--- src/rtl/mem_read_seq_m1.sv ---
// M1 operand read sequencer: walks an M x M operand column-major,
// row-fastest, and flags done once the last skewed bank has read.
module mem_read_seq_m1 #(
    parameter int D_W = 8,
    parameter int N   = 3,
    parameter int M   = 6
) (
    input  logic                   clk,
    input  logic                   rst_n,
    input  logic                   start,
    input  logic                   hold,
    output logic [$clog2(M)-1:0]   row,
    output logic [$clog2(M/N)-1:0] column,
    output logic                   rd_en,
    output logic                   busy,
    output logic                   done
);

    localparam int RW   = $clog2(M);
    localparam int CW   = $clog2(M / N);
    localparam int CNTW = $clog2(N + 1);

    localparam logic [RW-1:0] R_LAST = RW'(M - 1);
    localparam logic [CW-1:0] C_LAST = CW'(M / N - 1);

    localparam logic [1:0] IDLE  = 2'd0;
    localparam logic [1:0] RUN   = 2'd1;
    localparam logic [1:0] DRAIN = 2'd2;

    if ((M % N) != 0 || (M / N) < 2 || D_W < 1) begin : g_bad_cfg
        $error("mem_read_seq_m1: invalid parameters");
    end

    logic [1:0]      state;
    logic [RW-1:0]   r_nxt;
    logic [CW-1:0]   c_nxt;
    logic [CNTW-1:0] cnt;
    logic            last;

    assign last = (r_nxt == R_LAST) && (c_nxt == C_LAST);

    // done is raised from IDLE-bound transitions with busy still high;
    // IDLE then spends one cycle clearing busy before start is honoured.
    always_ff @(posedge clk or negedge rst_n) begin
        if (!rst_n) begin
            state  <= IDLE;
            r_nxt  <= '0;
            c_nxt  <= '0;
            cnt    <= '0;
            row    <= '0;
            column <= '0;
            rd_en  <= 1'b0;
            busy   <= 1'b0;
            done   <= 1'b0;
        end else begin
            rd_en <= 1'b0;
            done  <= 1'b0;
            case (state)
                IDLE: begin
                    if (busy) begin
                        busy <= 1'b0;
                    end else if (start) begin
                        busy  <= 1'b1;
                        state <= RUN;
                        c_nxt <= '0;
                        if (!hold) begin
                            row    <= '0;
                            column <= '0;
                            rd_en  <= 1'b1;
                            r_nxt  <= RW'(1);
                        end else begin
                            r_nxt <= '0;
                        end
                    end
                end
                RUN: begin
                    if (!hold) begin
                        row    <= r_nxt;
                        column <= c_nxt;
                        rd_en  <= 1'b1;
                        if (last) begin
                            if (N == 1) begin
                                done  <= 1'b1;
                                state <= IDLE;
                            end else begin
                                state <= DRAIN;
                                cnt   <= CNTW'(N - 1);
                            end
                        end else if (r_nxt == R_LAST) begin
                            r_nxt <= '0;
                            c_nxt <= c_nxt + CW'(1);
                        end else begin
                            r_nxt <= r_nxt + RW'(1);
                        end
                    end
                end
                DRAIN: begin
                    if (cnt == CNTW'(1)) begin
                        done  <= 1'b1;
                        state <= IDLE;
                    end else begin
                        cnt <= cnt - CNTW'(1);
                    end
                end
                default: state <= IDLE;
            endcase
        end
    end

endmodule

--- config.mk ---
export PLATFORM = sky130hd
export DESIGN_NAME = mem_read_seq_m1
export DESIGN_NICKNAME = d
export VERILOG_FILES = /design/src/rtl/mem_read_seq_m1.sv
export SDC_FILE = /design/constraint.sdc
export NUM_CORES = 1
export LEC_CHECK = 0
export ABC_AREA = 1
export BUFFER_PORTS_ARGS = -buffer_cell sky130_fd_sc_hd__buf_2
export CORE_UTILIZATION = 40
export CTS_CLUSTER_DIAMETER = 150
export CTS_CLUSTER_SIZE = 25
export DETAILED_ROUTE_END_ITERATION = 7
export GPL_TIMING_DRIVEN = 0
export MAX_ROUTING_LAYER = met4
export PLACE_DENSITY = 0.67
export SYNTH_ARGS = -nofsm -noshare
export SYNTH_HDL_FRONTEND = slang
export SYNTH_SLANG_ARGS = --single-unit
export TNS_END_PERCENT = 30
--- constraint.sdc ---
create_clock -name clk -period 1.56 [get_ports clk]
set_clock_uncertainty 0.15 [all_clocks]
set_input_delay 0.234 -clock clk [delete_from_list [all_inputs] [get_ports clk]]
set_output_delay 0.234 -clock clk [all_outputs]
set_load 0.02 [all_outputs]
# Word level (Yosys, flattened, before mapping)
# Index checks and enable logic that the tools add are counted.
[totals]
register_bits = 15
ram_bits = 0
output_inout_bits = 7
romBits = 0
latchBits = 0
n_memories = 0
elab_cells = 73
[op_classes]
mux = 39
n_shift = 0
n_mul = 0
eq_ne = 13
n_reduce_logical = 9
bitwise_logic = 0
magnitude_cmp = 0
n_addsub = 3
div = 0
[ops]
columns = ["cell", "count"]
rows = [
  ["2-to-1 mux 3 bit", 9],
  ["!= test 2 bit (second input constant)", 9],
  ["2-to-1 mux 1 bit", 17],
  ["AND reduction 5 bit", 3],
  ["2-to-1 mux 2 bit", 6],
  ["one-hot mux 3 bit (2 select lines)", 2],
  ["one-hot mux 1 bit (2 select lines)", 3],
  ["one-hot mux 2 bit (3 select lines)", 1],
  ["AND reduction 6 bit", 1],
  ["== test 2 x 1 -> 1 bit (second input constant)", 2],
  ["one-hot mux 2 bit (2 select lines)", 1],
  ["AND reduction 4 bit", 1],
  ["nonzero test 2 bit", 2],
  ["adder 3 x 1 -> 3 bit (second input constant)", 1],
  ["== test 3 bit (second input constant)", 1],
  ["== test 2 bit (second input constant)", 1],
  ["zero test 2 bit", 1],
  ["subtractor 2 x 1 -> 2 bit (second input constant)", 1],
  ["adder 1 bit (second input constant)", 1],
  ["logical AND 1 bit", 1],
]

# Logic depth before layout (Yosys ltp)
[logic_depth]
depth_word = 5
mapped_depth = 8
mapped_depth_nobuf = 8

# Worst setup path before layout
# OpenSTA, ideal clock, no wires.
[synth_path]
kind = "register to register"
start = "register cnt[0]"
end = "register cnt[1]"
arrival_ps = 970
slack_ps = 324
stages_incl_launch_ff = 5
path_buffers = 0
cell_sequence = "dfrtp_1 ha_1 or2_0 nand3_1 nand2_1"
[synth_between]
elab_chain_cells = 3
word_cells_on_any_way = 6
[synth_lines]
columns = ["item", "line_no", "text"]
rows = [
  ["start, declared", "37", "logic [CNTW-1:0] cnt;"],
  ["start signal, assigned", "87", "cnt <= CNTW'(N - 1);"],
  ["start signal, assigned", "102", "cnt <= cnt - CNTW'(1);"],
  ["subtractor 2 x 1 -> 2 bit or == test 2 x 1 -> 1 bit (tied branches)", "102, 98", ""],
  ["2-to-1 mux 2 bit or != test 2 bit (tied branches)", "--", ""],
  ["one-hot mux 2 bit (2 select lines) or AND reduction 4 bit (tied branches)", "--", ""],
]
# Parallel ways exist; a longest one is shown, timed or not. The select of a mux whose other input is x is not followed.
# A chain may end at the register's enable or synchronous reset.

# Worst setup path in the final report
[layout_path]
start = "register state[1]"
end = "register r_nxt[2]"
[layout_between]
elab_chain_cells = 3
word_cells_on_any_way = 9
[layout_lines]
columns = ["item", "line_no", "text"]
rows = [
  ["start, declared", "34", "logic [1:0] state;"],
  ["start signal, assigned", "46", "state <= IDLE;"],
  ["start signal, assigned", "64", "state <= RUN;"],
  ["start signal, assigned", "84", "state <= IDLE;"],
  ["== test 2 x 1 -> 1 bit or zero test 2 bit (tied branches)", "58", "case (state)"],
  ["!= test 2 bit (no line) or nonzero test 2 bit (tied branches)", "--", ""],
  ["AND reduction 5 bit (no line)", "--", ""],
  ["end signal, assigned", "93", "r_nxt <= r_nxt + RW'(1);"],
  ["end, declared", "35", "logic [RW-1:0] r_nxt;"],
]
# Parallel ways exist; a longest one is shown, timed or not.

==> impl_metrics.json <==
{
  "outcome": "complete, no violations",
  "crit_arrival_ps": 1340,
  "cts_inserted_buffers": 3,
  "power_density_nw_per_um2": 1869,
  "ys_warn_count": 0,
  "pre_cts_slack_ps": 258.8,
  "fin_cells": 133,
  "slew-limit-headroom_pct": 78.41,
  "h-tree-depth": 1,
  "period_minus_slack_ps": 1309,
  "fin_ws_ps": 250.8,
  "ys_top_cells_by_count": "nand2_1 (34), dfrtp_1 (15), inv_1 (10)",
  "drcViolationCount": 0,
  "synth_area_leaders": "dfrtp_1 (52%), nand2_1 (18%), inv_1 (5.2%)",
  "hold_ws_ps": 113.7,
  "rsz0062_at_grt": "no",
  "nets": 114,
  "dp.cells": 128,
  "coreArea_sq_um": 1708,
  "antennaDiodeCount": 0,
  "start_kind": "flop",
  "path_class": "flop to flop",
  "ant_nets": 0,
  "clockBufferDepth": 2,
  "reg2reg_from": "state[1]",
  "die_x_um": 44.52,
  "vdd_drop_max_mv": 0.8245,
  "worstHoldStart": "hold",
  "worst-path-max-fanout": 6,
  "grt_pass1_vias": 567,
  "drt-wirelength-per-cell_um": 9.256,
  "finalSetupTns_ps": 0,
  "tightest_slew_ps": 323.9,
  "end_kind": "flop",
  "clock.fmax_mhz": 763.8,
  "syn_area_sq_um": 723.2,
  "grt_max_degree": 16,
  "synth-async-reset-ratio_pct": 100.0,
  "cts_root_buf": "clkbuf_4",
  "cts_resized": 0,
  "synthCells": 93,
  "die_h_um": 44.52,
  "drtPass1Iterations": 4,
  "num_rows": 15,
  "ios": 11,
  "leakage_uw": 0.0004785,
  "required_ps": 1590,
  "period_share_pct": 83.92,
  "gp_congestion": 0.7814,
  "synth_top_area_share_pct": 51.90,
  "hold_viol": 0,
  "synth.distinct_cells": 15,
  "hold_buffers": 1,
  "portBuffers": 10,
  "initial_core_util_pct": 42.34,
  "cts_tree": "done",
  "syn_nets": 98,
  "antenna_found_initial": 0,
  "routed_wl_um": 1231,
  "overflow": 0,
  "insertion_delay_ps": 280,
  "synth_ff_type": "dfrtp_1",
  "post_cts_buffers": 0,
  "crit_path_start": "state[1]",
  "syn_area_per_cell_sq_um": 7.776,
  "track_usage_pct": 16.86,
  "vias_per_cell": 4.526,
  "cap_violations": 0,
  "ys_ff_latch": 15,
  "yosysSeqAreaShare_pct": 51.90,
  "die_area_sq_um": 1982,
  "vias": 602,
  "detailed_place_hpwl_um": 983.7,
  "grt_pass1_wl_um": 2263,
  "synth_edf_count": 0,
  "hold_class": "input pin to flop",
  "area_growth_pct": 16.44,
  "slew_viol_final": 0,
  "drive_gt1_share_pct": 23.15,
  "yosys.area.top_type": "dfrtp_1",
  "clkSlewWorstSetupHoldPaths_ps": 90,
  "cts_sinks": 15,
  "synth_most_common_cell": "nand2_1",
  "finalSetupViolCount": 0,
  "dr.first_iter.drc_count": 9
}
-- kinds of logic (layout without fill, tap and decap cells) --
kind of cell	count (synthesis)	after routing	share of synthesized area, %
and+or+nand+nor	58	58	34.78
AOI/OAI and AO/OA	6	6	4.844
adders and majority gates	1	1	1.730
DFF	15	15	51.90
buffers and inverters	13	28	6.748
-- layout make-up --
cell class                 count  area [sq um]
clock buffer                   3         22.52
clock inverter                 1         5.005
fill                         180         865.8
inverter                      13         48.80
multi-input combinational     65         299.0
sequential                    15         375.4
tap                           25         31.28
timing repair buffer          11         60.06
-- worst max-delay path: stages, from the launching register on --
cell	delay [ps]
dfrtp_1	470
nor2_2	150
nand2_1	110
nand2_1	140
nand2_2	80
nand2_1	60
nand2_1	50
-- sequential cells by signal, indices dropped and copies added (netlist names) --
register / cells
c_nxt: 1
row: 3
column: 1
state: 2
cnt: 2
done: 1
r_nxt: 3
busy: 1
rd_en: 1
-- metal layers --
metal	track usage, %	routed length [um]	up-vias
met5	-	0	-
met4	9.091	29	0
met3	3.673	35	5
met2	27.94	603	12
met1	18.80	562	268
li1	-	-	317
-- power breakdown --
group	internal, uW	switching [uW]
Combinational	239	446
Clock	95.3	123
Sequential	540	131
Total	874	700
-- per-stage QoR --
stage | utilization [%] | power, uW | area [sq um]
after floorplan | - | 1189 | 723.2
after global placement | 47.11 | 1353 | 804.5
after detailed placement | 47.11 | 1375 | 804.5
after CTS | 49.30 | 1600 | 842.1
after global routing | 49.30 | 1753 | 842.1
final | 49.30 | 1574 | 842.1
-- placed cells by master (no fill, tap or decap) --
master         Yosys  routed
nor2_1             7       7
o211ai_1           1       1
a21boi_1           1       1
inv_2              3       3
dfrtp_1           15      15
dlygate4sd3_1      0       1
nand3_1            7       7
ha_1               1       1
buf_2              0      10
nor2_2             3       3
or2_0              1       1
nand4_1            1       1
nand2_2            5       5
clkbuf_4           0       3
inv_1             10      10
o21ai_1            3       3
clkinv_2           0       1
o21ai_0            1       1
nand2_1           34      34
-- final timing paths --
kind	endpoint	slack, ps	cells past startpoint
worst max-delay path	r_nxt[2]	250	6
worst min-delay path	c_nxt	110	4
worst max register to register	r_nxt[2]	250	6
worst min register to register	cnt[1]	330	2
max in group asynchronous	state[1]	800	2
min in group asynchronous	rd_en	220	2
Power figures use the tool's default switching activity.
